--- config.mk ---
export PLATFORM = sky130hd
export DESIGN_NAME = iterative_multdiv_flat
export DESIGN_NICKNAME = d
export VERILOG_FILES = /design/src/rtl/iterative_multdiv_pkg.sv /design/src/rtl/iterative_multdiv_if.sv /design/src/rtl/muldiv_addsub.sv /design/src/rtl/iterative_multdiv.sv /design/src/flat_wrapper.sv
export SDC_FILE = /design/constraint.sdc
export NUM_CORES = 1
export LEC_CHECK = 0
export CAP_MARGIN = 30
export CORE_AREA = 4 4 226 118
export CTS_BUF_LIST = sky130_fd_sc_hd__clkbuf_8
export DETAILED_ROUTE_END_ITERATION = 8
export DIE_AREA = 0 0 230 122
export PLACE_DENSITY = 0.79
export SLEW_MARGIN = 10
export SYNTH_ARGS = -nofsm -noshare
export SYNTH_HDL_FRONTEND = slang
export SYNTH_SLANG_ARGS = --single-unit
--- constraint.sdc ---
create_clock -name clock -period 8.15 [get_ports clock]
set_clock_uncertainty 0.15 [all_clocks]
set_input_delay 2.0375 -clock clock [delete_from_list [all_inputs] [get_ports clock]]
set_output_delay 2.0375 -clock clock [all_outputs]
set_load 0.1 [all_outputs]
--- src/rtl/iterative_multdiv_pkg.sv ---
// Shared types and constants for the iterative multiply/divide unit.
// Imported by the interface, the adder and the top.
package iterative_multdiv_pkg;

  localparam int WIDTH = 32;
  localparam int ITER  = 32;
  localparam int CW    = 6;

  typedef enum logic [1:0] {
    IDLE,
    MULT,
    DIV,
    DONE
  } state_t;

  typedef enum logic [1:0] {
    OP_NONE,
    OP_MUL,
    OP_DIV
  } op_t;

  // Multiply wins when both starts arrive together.
  function automatic op_t start_sel(
    input logic m,
    input logic d
  );
    if (m) return OP_MUL;
    if (d) return OP_DIV;
    return OP_NONE;
  endfunction

  function automatic logic [WIDTH-1:0] mag(
    input logic [WIDTH-1:0] v
  );
    return v[WIDTH-1] ? -v : v;
  endfunction

endpackage

--- src/rtl/iterative_multdiv_if.sv ---
// Operand/control/result bundle between a requester and the multdiv unit.
// The requester is the master; the unit is the slave.
interface iterative_multdiv_if;
  import iterative_multdiv_pkg::*;

  logic [WIDTH-1:0] data_operandA;
  logic [WIDTH-1:0] data_operandB;
  logic             ctrl_MULT;
  logic             ctrl_DIV;
  logic [WIDTH-1:0] data_result;
  logic             data_exception;
  logic             data_resultRDY;
  logic             busy;

  modport master (
    output data_operandA,
    output data_operandB,
    output ctrl_MULT,
    output ctrl_DIV,
    input  data_result,
    input  data_exception,
    input  data_resultRDY,
    input  busy
  );

  modport slave (
    input  data_operandA,
    input  data_operandB,
    input  ctrl_MULT,
    input  ctrl_DIV,
    output data_result,
    output data_exception,
    output data_resultRDY,
    output busy
  );

endinterface

--- src/rtl/muldiv_addsub.sv ---
// 33-bit add/subtract step shared by the Booth multiply
// and the restoring divide iterations.
module muldiv_addsub
  import iterative_multdiv_pkg::*;
(
  input  logic [WIDTH:0] a,
  input  logic [WIDTH:0] b,
  input  logic           sub,
  output logic [WIDTH:0] sum
);

  assign sum = sub ? (a - b) : (a + b);

endmodule

--- src/rtl/iterative_multdiv.sv ---
// 32-cycle signed multiply (radix-2 Booth) and divide (restoring
// on magnitudes) sharing one 64-bit work register and one adder.
module iterative_multdiv
  import iterative_multdiv_pkg::*;
(
  input  logic            clock,
  input  logic            reset,
  iterative_multdiv_if.slave bus
);

  state_t             state;
  logic [CW-1:0]      cnt;
  logic [WIDTH-1:0]   op_a;
  logic [WIDTH-1:0]   op_b;
  logic [2*WIDTH-1:0] prod;
  logic [2*WIDTH-1:0] prod_nxt;
  logic               q_m1;
  logic [WIDTH:0]     as_a;
  logic [WIDTH:0]     as_b;
  logic [WIDTH:0]     as_sum;
  logic               as_sub;
  op_t                sel;
  logic               is_last;
  logic [WIDTH-1:0]   mag_b;
  logic [WIDTH-1:0]   quo;
  logic [WIDTH-1:0]   res_val;
  logic               exc_val;

  assign sel     = start_sel(bus.ctrl_MULT, bus.ctrl_DIV);
  assign mag_b   = mag(op_b);
  assign is_last = (cnt == CW'(ITER - 1));
  assign quo     = prod_nxt[WIDTH-1:0];

  muldiv_addsub u_addsub (
    .a   (as_a),
    .b   (as_b),
    .sub (as_sub),
    .sum (as_sum)
  );

  // DIV: {rem, quo} shifts left, trial-subtract |B| from the
  // shifted remainder. MULT: Booth add/sub then arithmetic shift.
  always_comb begin
    as_a     = {prod[63], prod[63:32]};
    as_b     = '0;
    as_sub   = 1'b0;
    prod_nxt = prod;
    if (state == DIV) begin
      as_a     = prod[62:31];
      as_b     = {1'b0, mag_b};
      as_sub   = 1'b1;
      prod_nxt = as_sum[WIDTH]
               ? {prod[62:0], 1'b0}
               : {as_sum[31:0], prod[30:0], 1'b1};
    end else begin
      unique case ({prod[0], q_m1})
        2'b01: as_b = {op_a[31], op_a};
        2'b10: begin
          as_b   = {op_a[31], op_a};
          as_sub = 1'b1;
        end
        default: as_b = '0;
      endcase
      prod_nxt = {as_sum, prod[31:1]};
    end
  end

  always_comb begin
    res_val = quo;
    exc_val = 1'b0;
    if (state == MULT) begin
      exc_val = prod_nxt[63:32] != {WIDTH{prod_nxt[31]}};
    end else if (op_b == '0) begin
      res_val = '0;
      exc_val = 1'b1;
    end else if (op_a == 32'h8000_0000 && op_b == '1) begin
      res_val = 32'h8000_0000;
      exc_val = 1'b1;
    end else if (op_a[31] ^ op_b[31]) begin
      res_val = -quo;
    end
  end

  always_ff @(posedge clock) begin
    if (reset) begin
      state              <= IDLE;
      cnt                <= '0;
      op_a               <= '0;
      op_b               <= '0;
      prod               <= '0;
      q_m1               <= 1'b0;
      bus.data_result    <= '0;
      bus.data_exception <= 1'b0;
      bus.data_resultRDY <= 1'b0;
      bus.busy           <= 1'b0;
    end else begin
      bus.data_resultRDY <= 1'b0;
      unique case (state)
        IDLE, DONE: begin
          state    <= IDLE;
          bus.busy <= 1'b0;
          if (sel != OP_NONE) begin
            op_a     <= bus.data_operandA;
            op_b     <= bus.data_operandB;
            cnt      <= '0;
            q_m1     <= 1'b0;
            bus.busy <= 1'b1;
            if (sel == OP_MUL) begin
              state <= MULT;
              prod  <= {{WIDTH{1'b0}}, bus.data_operandB};
            end else begin
              state <= DIV;
              prod  <= {{WIDTH{1'b0}}, mag(bus.data_operandA)};
            end
          end
        end
        MULT, DIV: begin
          prod <= prod_nxt;
          q_m1 <= prod[0];
          cnt  <= cnt + 1'b1;
          if (is_last) begin
            state              <= DONE;
            bus.busy           <= 1'b0;
            bus.data_resultRDY <= 1'b1;
            bus.data_result    <= res_val;
            bus.data_exception <= exc_val;
          end
        end
      endcase
    end
  end

endmodule

--- src/flat_wrapper.sv ---
// flat-port wrapper written by rule: the top's interface ports become plain ports
module iterative_multdiv_flat import iterative_multdiv_pkg::*;
  (clock, reset, bus_data_operandA, bus_data_operandB, bus_ctrl_MULT, bus_ctrl_DIV, bus_data_result, bus_data_exception, bus_data_resultRDY, bus_busy);
  iterative_multdiv_if bus_i ();
  input  logic clock;
  input  logic reset;
  input wire logic [$bits(bus_i.data_operandA)-1:0] bus_data_operandA;
  input wire logic [$bits(bus_i.data_operandB)-1:0] bus_data_operandB;
  input wire logic [$bits(bus_i.ctrl_MULT)-1:0] bus_ctrl_MULT;
  input wire logic [$bits(bus_i.ctrl_DIV)-1:0] bus_ctrl_DIV;
  output wire logic [$bits(bus_i.data_result)-1:0] bus_data_result;
  output wire logic [$bits(bus_i.data_exception)-1:0] bus_data_exception;
  output wire logic [$bits(bus_i.data_resultRDY)-1:0] bus_data_resultRDY;
  output wire logic [$bits(bus_i.busy)-1:0] bus_busy;
  assign bus_i.data_operandA = bus_data_operandA;
  assign bus_i.data_operandB = bus_data_operandB;
  assign bus_i.ctrl_MULT = bus_ctrl_MULT;
  assign bus_i.ctrl_DIV = bus_ctrl_DIV;
  assign bus_data_result = bus_i.data_result;
  assign bus_data_exception = bus_i.data_exception;
  assign bus_data_resultRDY = bus_i.data_resultRDY;
  assign bus_busy = bus_i.busy;
  iterative_multdiv u_core (.clock(clock), .reset(reset), .bus(bus_i));
endmodule
; After elaboration in Yosys (flattened, before gate mapping)
; Cells that the tools add are included.
[op_classes]
n_reduce_logical = 10
n_mux = 39
eq_ne = 12
addsub = 6
bitwise_logic = 2
[ops]
columns = op, n
row1 = two-way mux 32 bit, 7
row2 = two-way mux 64 bit, 3
row3 = two-way mux 33 bit, 4
row4 = one-hot mux 64 bit (2 select lines), 1
row5 = negation 32 bit, 3
row6 = equality test 32 bit (second input constant), 2
row7 = adder 33 bit, 1
row8 = subtractor 33 bit, 1
row9 = zero test 32 bit, 1
row10 = inequality test 32 bit, 1
row11 = two-way mux 2 bit, 7
row12 = two-way mux 1 bit, 12
row13 = one-hot mux 6 bit (2 select lines), 1
row14 = OR reduction 2 bit, 4
row15 = adder 6 x 1 -> 6 bit (second input constant), 1
row16 = equality test 2 x 1 -> 1 bit (second input constant), 3
row17 = equality test 2 bit (second input constant), 3
row18 = equality test 6 x 5 -> 1 bit (second input constant), 1
row19 = two-way mux 6 bit, 1
row20 = inequality test 2 x 1 -> 1 bit (second input constant), 2
row21 = one-hot mux 1 bit (2 select lines), 2
row22 = one-hot mux 2 bit (2 select lines), 1
row23 = AND reduction 2 bit, 2
row24 = zero test 2 bit, 1
row25 = other kinds (4), 4
[word_totals]
ff_bits = 172
output_inout_bits = 35

; Depth between registers and ports, before layout
[logic_depth]
depth_word = 13
depth_mapped = 37
ltp_nobuf = 32

; Modules after synthesis
; A second synthesis with hierarchy kept.
[hier_totals]
cells_unflattened = 1802
area_unflattened_um2 = 13440.4
[modules_own_cells]
columns = mod, seq_area_each_um2, cells_each, instances, area_each_um2
row1 = iterative_multdiv, 3443.3, 1476, 1, 11215.8
row2 = muldiv_addsub, 0.0, 326, 1, 2224.6

; Least setup slack after synthesis
; Ideal clock, no wire load.
[synth_path]
path_type = reg-to-reg
start = register u_core.state[0]
end = register u_core.bus.data_exception
setup_slack_ps = 146
period_less_slack_ps = 8004
setup_ps = 126
stages_incl_launch_ff = 32
arrival_time_ps = 7729
cell_sequence = dfxtp_1 > inv_1 > ha_1 > clkbuf_1 > buf_2 > buf_2 > buf_2 > buf_2 > buf_2 > clkbuf_1 > buf_2 > buf_2 > buf_1 > clkbuf_1 > buf_1 > mux2_2 > fa_1 > a21o_1 > a21oi_1 > o211ai_1 > nand3_1 > a211oi_1 > o31ai_1 > nand2_1 > clkbuf_1 > clkbuf_1 > a221oi_1 > nand4_1 > nor4b_1 > mux2i_1 > a2111oi_2 > a21oi_1
[synth_via]
elab_chain_len = 8
[synth_lines]
columns = item, line
row1 = from (decl), iterative_multdiv.sv:11  ; state_t state;
row2 = from (signal assigned), iterative_multdiv.sv:86  ; state <= IDLE;
row3 = from (signal assigned), iterative_multdiv.sv:100  ; state <= IDLE;
row4 = from (signal assigned), iterative_multdiv.sv:109  ; state <= MULT;
row5 = equality test 2 bit, "iterative_multdiv.sv:48, iterative_multdiv.sv:98"
row6 = two-way mux 33 bit, iterative_multdiv.sv:48  ; if (state == DIV) begin
row7 = adder 33 bit / subtractor 33 bit (equally long branches), muldiv_addsub.sv:12  ; assign sum = sub ? (a - b) : (a + b);
row8 = two-way mux 33 bit, muldiv_addsub.sv:12
row9 = two-way mux 64 bit, iterative_multdiv.sv:53  ; ? {prod[62:0], 1'b0}
row10 = two-way mux 64 bit, iterative_multdiv.sv:48
row11 = inequality test 32 bit, iterative_multdiv.sv:72  ; exc_val = prod_nxt[63:32] != {WIDTH{prod_nxt[31]}};
row12 = two-way mux 1 bit, iterative_multdiv.sv:71  ; if (state == MULT) begin
row13 = to (signal assigned), iterative_multdiv.sv:126  ; bus.data_exception <= exc_val;
row14 = to (decl), iterative_multdiv_if.sv:32  ; output data_exception,
; Several ways; a longest one is shown, not always the timed one.
; A chain may end at the register's enable or synchronous reset.

; Worst setup path after layout
[layout_path]
start = register u_core.q_m1
end = register u_core.bus.data_exception
[layout_via]
elab_chain_len = 10
[layout_lines]
columns = item, line
row1 = from (decl), iterative_multdiv.sv:17  ; logic q_m1;
row2 = from (signal assigned), iterative_multdiv.sv:119  ; q_m1 <= prod[0];
row3 = equality test 2 x 1 -> 1 bit / equality test 2 bit (equally long branches), iterative_multdiv.sv:56  ; unique case ({prod[0], q_m1})
row4 = OR reduction 2 bit (no line), -
row5 = two-way mux 33 bit, iterative_multdiv.sv:56
row6 = two-way mux 33 bit, iterative_multdiv.sv:48
row7 = adder 33 bit / subtractor 33 bit (equally long branches), muldiv_addsub.sv:12
row8 = two-way mux 33 bit *, muldiv_addsub.sv:12
row9 = two-way mux 64 bit, iterative_multdiv.sv:53
row10 = two-way mux 64 bit *, iterative_multdiv.sv:48
row11 = inequality test 32 bit *, iterative_multdiv.sv:72
row12 = two-way mux 1 bit *, iterative_multdiv.sv:71
; Mark *: on every way between the ends. The rest lies on a longest branch, timed or not.

==> flow_summary_export.csv <==
group,metric,value,unit
final_layout,fillers,2320,
power_and_ir_drop,p_leak,5.757,nW
flow_run,maxCapViolCount,0,
placement,port-buffer-count,102,
floorplan,dieArea,28060,um^2
final_layout,drive_gt1_share,7.760,%
grt,gr-usage-all-layers,34.75,%
final_layout,postLayoutCellArea,15320,um^2
final_layout,areaGrowthSynthToFinish,12.94,%
clock_network,cts_root_buf,"clkbuf_8",
final_layout,register_area,3443,um^2
yosys,synth_cell_types,90,
grt,grt_first_pass_wirelength,76470,um
yosys,avgSynthCellArea,7.230,um^2
yosys,syn-num-nets,1987,
final_layout,multiInputGateArea,9550,um^2
detailed_routing,firstDrtPassIters,9,
critical_path,worstSetupPathType,"reg2reg",
placement,dp_cells,2230,
clock_network,ctsHtreeMaxLevel,4,
yosys,yosysWarnings,0,
floorplan,core_area,24730,um^2
clock_network,cts_buffer_depth,2,
grt,grt_max_degree,96,
final_layout,fin_util,61.96,%
detailed_routing,drt_iter0_drc,2492,
grt,met3_usage,17.29,%
sta,finalHoldViolations,0,
detailed_routing,wl,50000,um
grt,grt_pass1_vias,13261,
floorplan,io_pins,103,
critical_path,cp_data_arrival_time,7.91,ns
floorplan,die_w,230,um
grt,antenna_found_initial,0,
detailed_routing,antenna_left,0,
yosys,async_flop_share,0,%
critical_path,crit_required,8.41,ns
final_layout,final_cells,2264,
floorplan,row_count,41,
clock_network,cts.sinks,172,
clock_network,cts_tree,"built",
clock_network,cts_hold_buf,0,
hold_path,hold_path_class,"reg2reg",
sta,fin_crit,7.653,ns
detailed_routing,vias,15034,
grt,grt-busiest-layer,"met1",
sta,worst_slew_pin_slew,1.056,ns
detailed_routing,vias_per_cell,6.640,
critical_path,cp-end-kind,"flip-flop",
power_and_ir_drop,irDropWorstVdd,0.2276,mV
power_and_ir_drop,p_total,5.499,mW
sta,min_period_over_period,93.91,%
yosys,seq_area_frac_synth,25.39,%
sta,setup_viol,0,
sta,rsz0062_at_grt,"no",
placement,place_area,14820,um^2
outcome,status,"complete, no violations",
critical_path,crit_path_start_kind,"flip-flop",
detailed_routing,route.detailed.drc,0,
sta,slew_violations,0,
sta,setup_tns,0,ns
yosys,ys_ff_latch,172,
grt,grt_overflow_total,0,
clock_network,clk_latency,0.53,ns
power_and_ir_drop,power.density,359.0,nW/um^2
detailed_routing,wl_per_cell,22.09,um
grt,met2_usage,43.79,%
clock_network,cts.clk_slew.worst_paths,0.11,ns
final_layout,insertedDiodeCount,0,
sta,max_freq,0.1307,GHz
floorplan,start_util,54.86,%
floorplan,die_h,122,um
placement,hpwl,37960,um
clock_network,cts-buffers-inserted,17,
yosys,netlist_area,13560,um^2
placement,gp_congestion,1.015,
grt,grt_use_met1,51.65,%
sta,relSlewSlack,28.88,%
yosys,synth-edff-count,0,
yosys,synthCells,1876,
yosys,ys.flop_type,"dfxtp_1",
final_layout,final_nets,2018,
critical_path,cp_max_fo,11,
==> sequential cells by signal (all words and copies together) (netlist names) <==
register                   count
u_core.bus.busy                1
u_core.bus.data_exception      1
u_core.bus.data_result        32
u_core.bus.data_resultRDY      1
u_core.cnt                     6
u_core.op_a                   32
u_core.op_b                   32
u_core.prod                   64
u_core.q_m1                    1
u_core.state                   2
==> logic make-up after synthesis <==
kind of cell	synth area share (%)
compound gates	25.65
xor+xnor	7.877
fa+ha+maj	4.022
buf+inv	5.018
flops	25.39
mux	5.036
simple gates	27.01
==> area by class of cell <==
type | count | area share (%)
Clock buffer | 18 | 1.617
Tap cell | 344 | 2.810
Timing Repair Buffer | 136 | 8.543
Clock inverter | 14 | 0.9392
Multi-Input combinational cell | 1528 | 62.34
Sequential cell | 172 | 22.48
Inverter | 52 | 1.274
==> cell usage after synthesis, drive strengths merged, types with 17 or more instances <==
master,n,share of area (%)
nor2,223,6.2
a22oi,37,2.1
o31ai,17,0.94
clkbuf,100,2.8
or4,17,1.0
nor4,19,1.0
buf,24,0.81
o21ai,99,3.7
a221oi,31,2.0
xor2,60,3.9
a21oi,161,5.9
nand2,281,7.8
a21o,24,1.3
ha,42,3.9
nand4,21,1.0
nand3,39,1.4
xnor2,62,4.0
mux2,26,2.2
inv,51,1.4
and3,17,0.78
a31oi,24,1.2
dfxtp,172,25
mux2i,39,2.9
nor3,42,1.6
or3,20,0.96
==> metal layers <==
layer  part of all wire, %  up-vias
met2                    36      957
met1                    45     7133
li1                      -     6861
met3                    17       83
met5                     0        -
met4                   1.8        0
==> what timing repair did <==
action | in CTS | in global routing
gates resized for setup | 0 | 13
endpoints found under the setup margin | 0 | 17
setup buffers | 0 | 1
==> cells in the final DEF (no fill, tap or decap), drive strengths merged, types with 24 or more instances in the layout <==
| master | instances |
|---|---|
| nand2 | 281 |
| nor2 | 223 |
| dfxtp | 172 |
| a21oi | 161 |
| clkdlybuf4s50 | 100 |
| o21ai | 99 |
| xnor2 | 62 |
| xor2 | 60 |
| inv | 60 |
| ha | 42 |
| nor3 | 42 |
| mux2i | 39 |
| nand3 | 39 |
| a22oi | 37 |
| buf | 36 |
| a221oi | 31 |
| mux2 | 26 |
| a21o | 24 |
| a31oi | 24 |
==> through the flow <==
stage / worst slack [ns] / hold slack, ns
floorplan: 0.1455 / 0.2895
global placement: 0.5537 / 0.2988
detailed placement: 0.1996 / 0.3012
CTS: 0.1397 / 0.3160
global route: 0.01250 / 0.3498
finish: 0.4966 / 0.3148
==> where the power goes <==
group	internal [mW]	leakage, nW	switching [mW]
logic	1.40	4.15	2.29
clock network	0.236	0.197	0.401
registers	0.978	1.41	0.192
total	2.62	5.76	2.88
==> final timing paths <==
path | slack (ns) | startpoint | cells after the start | endpoint
worst max-delay path | 0.50 | u_core.q_m1$_SDFFE_PP0P_ | 25 | u_core.bus.data_exception$_SDFFE_PP0P_
worst min-delay path | 0.31 | u_core.bus.data_result[0]$_SDFFE_PP0P_ | 2 | u_core.bus.data_result[0]$_SDFFE_PP0P_
worst max register to register | 0.50 | u_core.q_m1$_SDFFE_PP0P_ | 25 | u_core.bus.data_exception$_SDFFE_PP0P_
worst min register to register | 0.31 | u_core.bus.data_result[0]$_SDFFE_PP0P_ | 2 | u_core.bus.data_result[0]$_SDFFE_PP0P_
==> worst max-delay path: stages (launching register included) <==
cell,delay (ns)
dfxtp_1,0.35
inv_1,0.04
ha_1,0.58
nor2_1,0.24
a32o_1,0.26
nor3_1,0.42
nand4_1,0.25
or3_1,0.42
nor2_1,0.16
nand2_1,0.12
nor2_1,0.24
a31oi_1,0.14
xnor2_1,0.18
ha_1,0.36
and3_1,0.20
nand3_1,0.11
a211oi_1,0.74
o31a_2,0.39
nor2_1,0.11
buf_4,0.22
o311ai_0,0.34
o21ai_0,0.24
or4_1,0.55
nand4bb_1,0.22
a2111oi_2,0.37
a21oi_1,0.11
(Power assumes the default switching activity.)
==> patch 1: new RTL, same settings <==
The 4 states of `state_t` get a one-hot encoding in 4 bits.
--- a/src/rtl/iterative_multdiv_pkg.sv
+++ b/src/rtl/iterative_multdiv_pkg.sv
@@ -8,7 +8,7 @@
 
-  typedef enum logic [1:0] {
-    IDLE,
-    MULT,
-    DIV,
-    DONE
+  typedef enum logic [3:0] {
+    IDLE = 4'b0001,
+    MULT = 4'b0010,
+    DIV  = 4'b0100,
+    DONE = 4'b1000
   } state_t;
Behaviour: no difference found for any inputs over 10 cycles, from zero or initial values and one cycle with reset high; not proved beyond that.
==> patch 1 against the original RTL <==
Non-clock buffer count rose by 27. Synthesized area increased by 1.6%. Wire length rose by 8.0%. Design area grew 2.4%. Critical endpoint unchanged. Hold slack better by 0.0030 ns. Setup slack worse by 0.11 ns. Critical path type unchanged. Sequential cell count rose by 2.
Power is not compared: it rests on default switching activity, and its combinational part moved more than twofold at a synthesized area within 25%.
==> patch 1: results (changes against the original RTL) <==
DP Area: 0.01521 sq mm (was 0.01482 sq mm)
Yosys cell types: 82 (was 90)
Critical path fanouts, max: 18 (was 11)
Buffers on Ports: 102 (unchanged)
RePlAce Congestion: 1.033 (was 1.015)
CTS Hold Buffers Added: 0 (unchanged)
Reg clk slew, reported paths: 0.10 ns
CTS max path bufs: 2 (unchanged)
Inst Count DP: 2,329 (was 2,230)
Hold Path Sink: u_core.bus.data_result[31] (was u_core.bus.data_result[0])
Flop-to-flop setup slack: 0.39 ns (was 0.50 ns)
First-pass GRT wire length: 81.85 mm (was 76.47 mm)
Largest register by flop count: u_core.prod (unchanged)
Initial drt markers: 2,406 (was 2,492)
Met2 Use GR: 46.59% (was 43.79%)
Syn nets: 2,068 (was 1,987)
Synth async-reset ratio: 0% (unchanged)
Worst skew pair latency: 0.51 ns (was 0.53 ns)
Worst hold path type: reg -> reg (unchanged)
Fillers: 2,258 (was 2,320)
DP Wirelength: 41.39 mm (was 37.96 mm)
Routed Wire Length: 53.99 mm (was 50.00 mm)
Total iterations of the first detailed-routing run: 8 (was 9)
Final hold slack: 0.3178 ns (was 0.3148 ns)
Slowest-stage cell, CP: or3b_2 (was a211oi_1)
Yosys warns: 0 (unchanged)
Max FFs per register: 64 (unchanged)
Slew margin rel.: 33.34% (was 28.88%)
Share of layout cells above drive strength 1: 6.729% (was 7.760%)
Worst path arrival time: 8.02 ns (was 7.91 ns)
R2R cell count: 30 (was 25)
Met1 Track Usage GR: 56.50% (was 51.65%)
Cells on Worst Hold Path: 2 (unchanged)
Met3 usage: 17.76% (was 17.29%)
VDD IR max: 0.0001286 V
Vias in the first global route: 13.91k (was 13.26k)
GRT Util Overall: 37.23% (was 34.75%)
Via Count: 15.93k (was 15.03k)
Register area share after synthesis: 25.27% (was 25.39%)
Commonest cells in the synthesized netlist: 375 x nand2_1, 189 x nor2_1, 174 x dfxtp_1 (was 281 x nand2_1, 222 x nor2_1, 172 x dfxtp_1)
Ys flop type: dfxtp_1 (unchanged)
Largest net degree at the start of global routing: 85 (was 96)
Top post-synthesis cells by area: dfxtp_1 25%, nand2_1 10%, a21oi_1 5.8%, nor2_1 5.1%, xor2_1 4.9% (was dfxtp_1 25%, nand2_1 7.8%, nor2_1 6.1%, a21oi_1 5.9%, xnor2_1 4.0%)
Status: finished clean (unchanged)
CP Launch Point: u_core.op_b[0] (was u_core.q_m1)
Final std cells w/o fill: 2,367 (was 2,264)
HP Start: u_core.bus.data_result[31] (was u_core.bus.data_result[0])
Post-synthesis cell count: 1,959 (was 1,876)
Die width: 230 microns (unchanged)
H-tree level count: 4 (unchanged)
Int Pwr: 1.734 mW
Pleak: 6.186 nW
Largest stage delay, worst path: 0.53 ns (was 0.74 ns)
Initial antenna violation count: 0 (unchanged)
patch 1: changes by cell type after synthesis, moves of 10 or more:
cell      delta
a22o_1      +19
xor2_1      +17
inv_1       -20
o21ai_0     +32
mux2_2      -25
o41ai_1     +11
a22oi_1     -16
clkbuf_1    +12
nand2_1     +94
nand3_1     +14
a21o_1      -10
xnor2_1     -13
nor2_1      -33
patch 1: power by group through the flow:
stage / sequential (mW) / combinational, mW / clock (mW)
2_1_floorplan: 0.959 / 1.03 / 0
3_3_place_gp: 0.985 / 1.49 / 0
3_5_place_dp: 0.986 / 1.51 / 0
4_1_cts: 0.966 / 1.52 / 0.615
5_1_grt: 0.977 / 1.72 / 0.650
6_report: 0.974 / 1.63 / 0.619
patch 1: timing repair:
action                                  CTS  global route
gates resized for setup                   0            10
setup buffers                             0             1
endpoints found under the setup margin    0            21
patch 1: worst max-delay path by stage:
stage / endpoint / slack (ns) / depth (start not counted)
6_report: u_core.bus.data_exception / 0.39 / 30
5_1_grt: u_core.bus.data_result[30] / -0.005 / 33
4_1_cts: u_core.bus.data_result[28] / 0.14 / 33
3_5_place_dp: u_core.bus.data_result[28] / 0.21 / 33
3_3_place_gp: u_core.bus.data_result[26] / 0.48 / 30
2_1_floorplan: u_core.bus.data_result[30] / 0.65 / 36
patch 1: per-stage QoR:
step / utilization, % / setup slack, ns / setup TNS [ns]
after CTS: 63.06 / 0.1443 / 0
after global placement: 61.42 / 0.4834 / 0
after global routing: 63.41 / -0.004528 / -0.004528
final: 63.43 / 0.3904 / 0
after floorplan: - / 0.6508 / 0
after detailed placement: 61.51 / 0.2093 / 0
patch 1: logic make-up (layout without fill, tap and decap cells):
logic type	count (synthesis)	count (layout)	share of synthesized area, %
AOI/OAI and AO/OA	565	565	26.96
xor gates and xnor gates	126	126	8.006
adders and majority gates	41	41	3.776
buffers and inverters	164	226	4.620
DFF	174	174	25.27
muxes	46	46	3.349
other	0	2	0
and+or+nand+nor	843	843	28.02
patch 1: area by class of cell:
class                           instances  area [sq um]  share of cell area, %
Inverter                               31         116.4                 0.7419
Clock buffer                           18         247.7                  1.579
Multi-Input combinational cell       1621          9754                  62.19
Clock inverter                         14         133.9                 0.8535
Antenna cell                            2         5.005                0.03191
Tap cell                              344         430.4                  2.744
Timing Repair Buffer                  163          1514                  9.652
Sequential cell                       174          3483                  22.21
patch 1: worst max-delay path, delay by kind of cell, from the launching register on:
family,cells,cell delay [ns]
flops,1,0.37
fa+ha+maj,2,0.56
simple gates,9,2.49
xor+xnor,2,0.34
compound gates,12,2.78
buf+inv,5,0.93
patch 1: metal layers:
metal	share of wire, %	wire length (microns)
met4	1.6	886
met2	36	19320
met5	0	0
met3	17	9366
met1	45	24410
==> patch 2: new RTL, same flow settings <==
Without the edit above. The package constant `CW` goes from 6 to 7.
--- a/src/rtl/iterative_multdiv_pkg.sv
+++ b/src/rtl/iterative_multdiv_pkg.sv
@@ -6,3 +6,3 @@
   localparam int ITER  = 32;
-  localparam int CW    = 6;
+  localparam int CW    = 7;
 
Check against the original RTL: no difference found for any inputs over 10 cycles, from zero or initial values and one cycle with reset high; that may be too few to reach the edited logic, so the function may still have changed.
==> patch 2 against the original RTL <==
Clock power grew 9.7%. First-iteration DRC count down 11%. Setup slack worse by 0.12 ns. Total power increased by 58%. Maximum frequency is 1.6% lower. Via count grew 2.3%. Global-route usage is 3.0 points higher. Wire length increased by 9.5%. Sequential cell count grew 1. Design area grew 4.2%. Synthesized area grew 0.13%. Highest routed layer unchanged.
==> patch 2: results (changes against the original RTL) <==
GRT Util Overall: 37.75% (was 34.75%)
Share of layout cells above drive strength 1: 12.01% (was 7.760%)
First-pass GRT wire length: 81.63 mm (was 76.47 mm)
Vias in the first global route: 13.47k (was 13.26k)
CTS max path bufs: 2 (unchanged)
Worst skew pair latency: 0.53 ns (about the same)
Synth async-reset ratio: 0% (unchanged)
Largest stage delay, worst path: 0.39 ns (was 0.74 ns)
Power per cell area: 545.3 mW/mm^2 (was 359.0 mW/mm^2)
Largest net degree at the start of global routing: 94 (was 96)
Largest register by flop count: u_core.prod (unchanged)
Worst-Margin Slew: 1.016 ns (was 1.056 ns)
Buffers on Ports: 102 (unchanged)
Total iterations of the first detailed-routing run: 7 (was 9)
Critical path fanouts, max: 15 (was 11)
Worst hold path type: reg -> reg (unchanged)
H-tree level count: 4 (unchanged)
DP Area: 0.01539 sq mm (was 0.01482 sq mm)
Cells on Worst Hold Path: 2 (unchanged)
Delay-heaviest family, CP: simple AND/OR/NAND/NOR gates (unchanged)
CTS Buf Count: 17 (unchanged)
Slowest-stage cell, CP: dfxtp_1 (was a211oi_1)
VDD IR max: 0.0004907 V (was 0.0002276 V)
Root Driver: clkbuf_8 (unchanged)
Register area share after synthesis: 25.50% (was 25.39%)
RePlAce Congestion: 1.050 (was 1.015)
Initial antenna violation count: 0 (unchanged)
R2R cell count: 39 (was 25)
Ys flop type: dfxtp_1 (unchanged)
Yosys cell types: 87 (was 90)
Yosys warns: 0 (unchanged)
Syn nets: 1,988 (was 1,987)
# nets final: 2,097 (was 2,018)
Pleak: 6.278 nW (was 5.757 nW)
Status: finished clean (unchanged)
Top post-synthesis cells by area: dfxtp_1 25%, nand2_1 7.7%, nor2_1 6.2%, a21oi_1 5.9%, xor2_1 4.4% (was dfxtp_1 25%, nand2_1 7.8%, nor2_1 6.1%, a21oi_1 5.9%, xnor2_1 4.0%)
Max FFs per register: 64 (unchanged)
DP Wirelength: 41.49 mm (was 37.96 mm)
Initial drt markers: 2,212 (was 2,492)
Reg clk slew, reported paths: 0.10 ns
Fillers: 2,263 (was 2,320)
Routed WL per cell: 23.36 microns (was 22.09 microns)
Commonest cells in the synthesized netlist: 278 x nand2_1, 223 x nor2_1, 173 x dfxtp_1 (was 281 x nand2_1, 222 x nor2_1, 172 x dfxtp_1)
Vias per std cell: 6.558 (was 6.640)
Worst path arrival time: 8.00 ns (was 7.91 ns)
patch 2: cell types whose count changed after synthesis, moves of 6 or more:
cell      unedited run  this run
inv_1               51        42
a31oi_1             23        16
nor4_1              16        24
and4_1              10         4
xnor2_1             62        52
o21ai_0             94       114
o211ai_1            14         8
xor2_1              60        69
patch 2: path summary, 6_finish.rpt:
kind / from / end / slack (ns)
setup / recovery: u_core.state[0] / u_core.bus.data_result[30] / 0.37
hold / removal: u_core.bus.data_result[0] / u_core.bus.data_result[0] / 0.32
setup reg to reg: u_core.state[0] / u_core.bus.data_result[30] / 0.37
hold reg to reg: u_core.bus.data_result[0] / u_core.bus.data_result[0] / 0.32
patch 2: layer usage:
layer | vias up | GRT usage, % | part of all wire, %
met4 | 0 | 4.717 | 1.0
met3 | 66 | 17.94 | 16
met2 | 1049 | 47.50 | 37
met1 | 7258 | 58.01 | 46
met5 | - | 0 | 0
li1 | 7000 | - | -
patch 2: cell type report:
class | count | area (sq um) | area share, %
multi-input cells | 1530 | 9548 | 59.79
flip-flops and latches | 173 | 3466 | 21.70
repair buffers | 222 | 1936 | 12.12
well taps | 344 | 430.4 | 2.695
clock buffers | 18 | 247.7 | 1.551
clock inverters | 14 | 181.4 | 1.136
inverters | 42 | 157.7 | 0.9872
diodes | 1 | 2.502 | 0.01567
patch 2: report_power, final:
part	total (mW)	leakage [nW]	internal, mW	switching [mW]
Sequential	1.27	1.42	1.02	0.241
Clock	0.699	0.219	0.318	0.381
Combinational	6.74	4.64	2.63	4.11
patch 2: repair_timing:
| action | CTS | global route |
|---|---|---|
| buffers inserted | 0 | 2 |
| setup endpoints to repair | 0 | 11 |
| gates resized for setup | 0 | 24 |
patch 2: kinds of logic after synthesis:
| group | synth area share [%] |
|---|---|
| muxes | 5.288 |
| DFF | 25.50 |
| adders and majority gates | 4.017 |
| AOI/OAI and AO/OA | 25.07 |
| xor gates and xnor gates | 7.978 |
| buffers and inverters | 5.177 |
| and+or+nand+nor | 26.97 |
patch 2: through the flow:
stage | total power, mW | setup slack (ns) | instances
after floorplan | 5.620 | 0.08191 | 1877
after global placement | 7.544 | 0.4567 | 2305
after detailed placement | 7.631 | 0.1203 | 2307
after CTS | 8.351 | 0.1120 | 2339
after global routing | 9.246 | -0.01812 | 2343
final | 8.708 | 0.3735 | 2344
patch 2: tightest hold or removal path: stages (launching register included):
cell,delay [ns]
dfxtp_1,0.33
nand2_1,0.05
a21oi_1,0.05
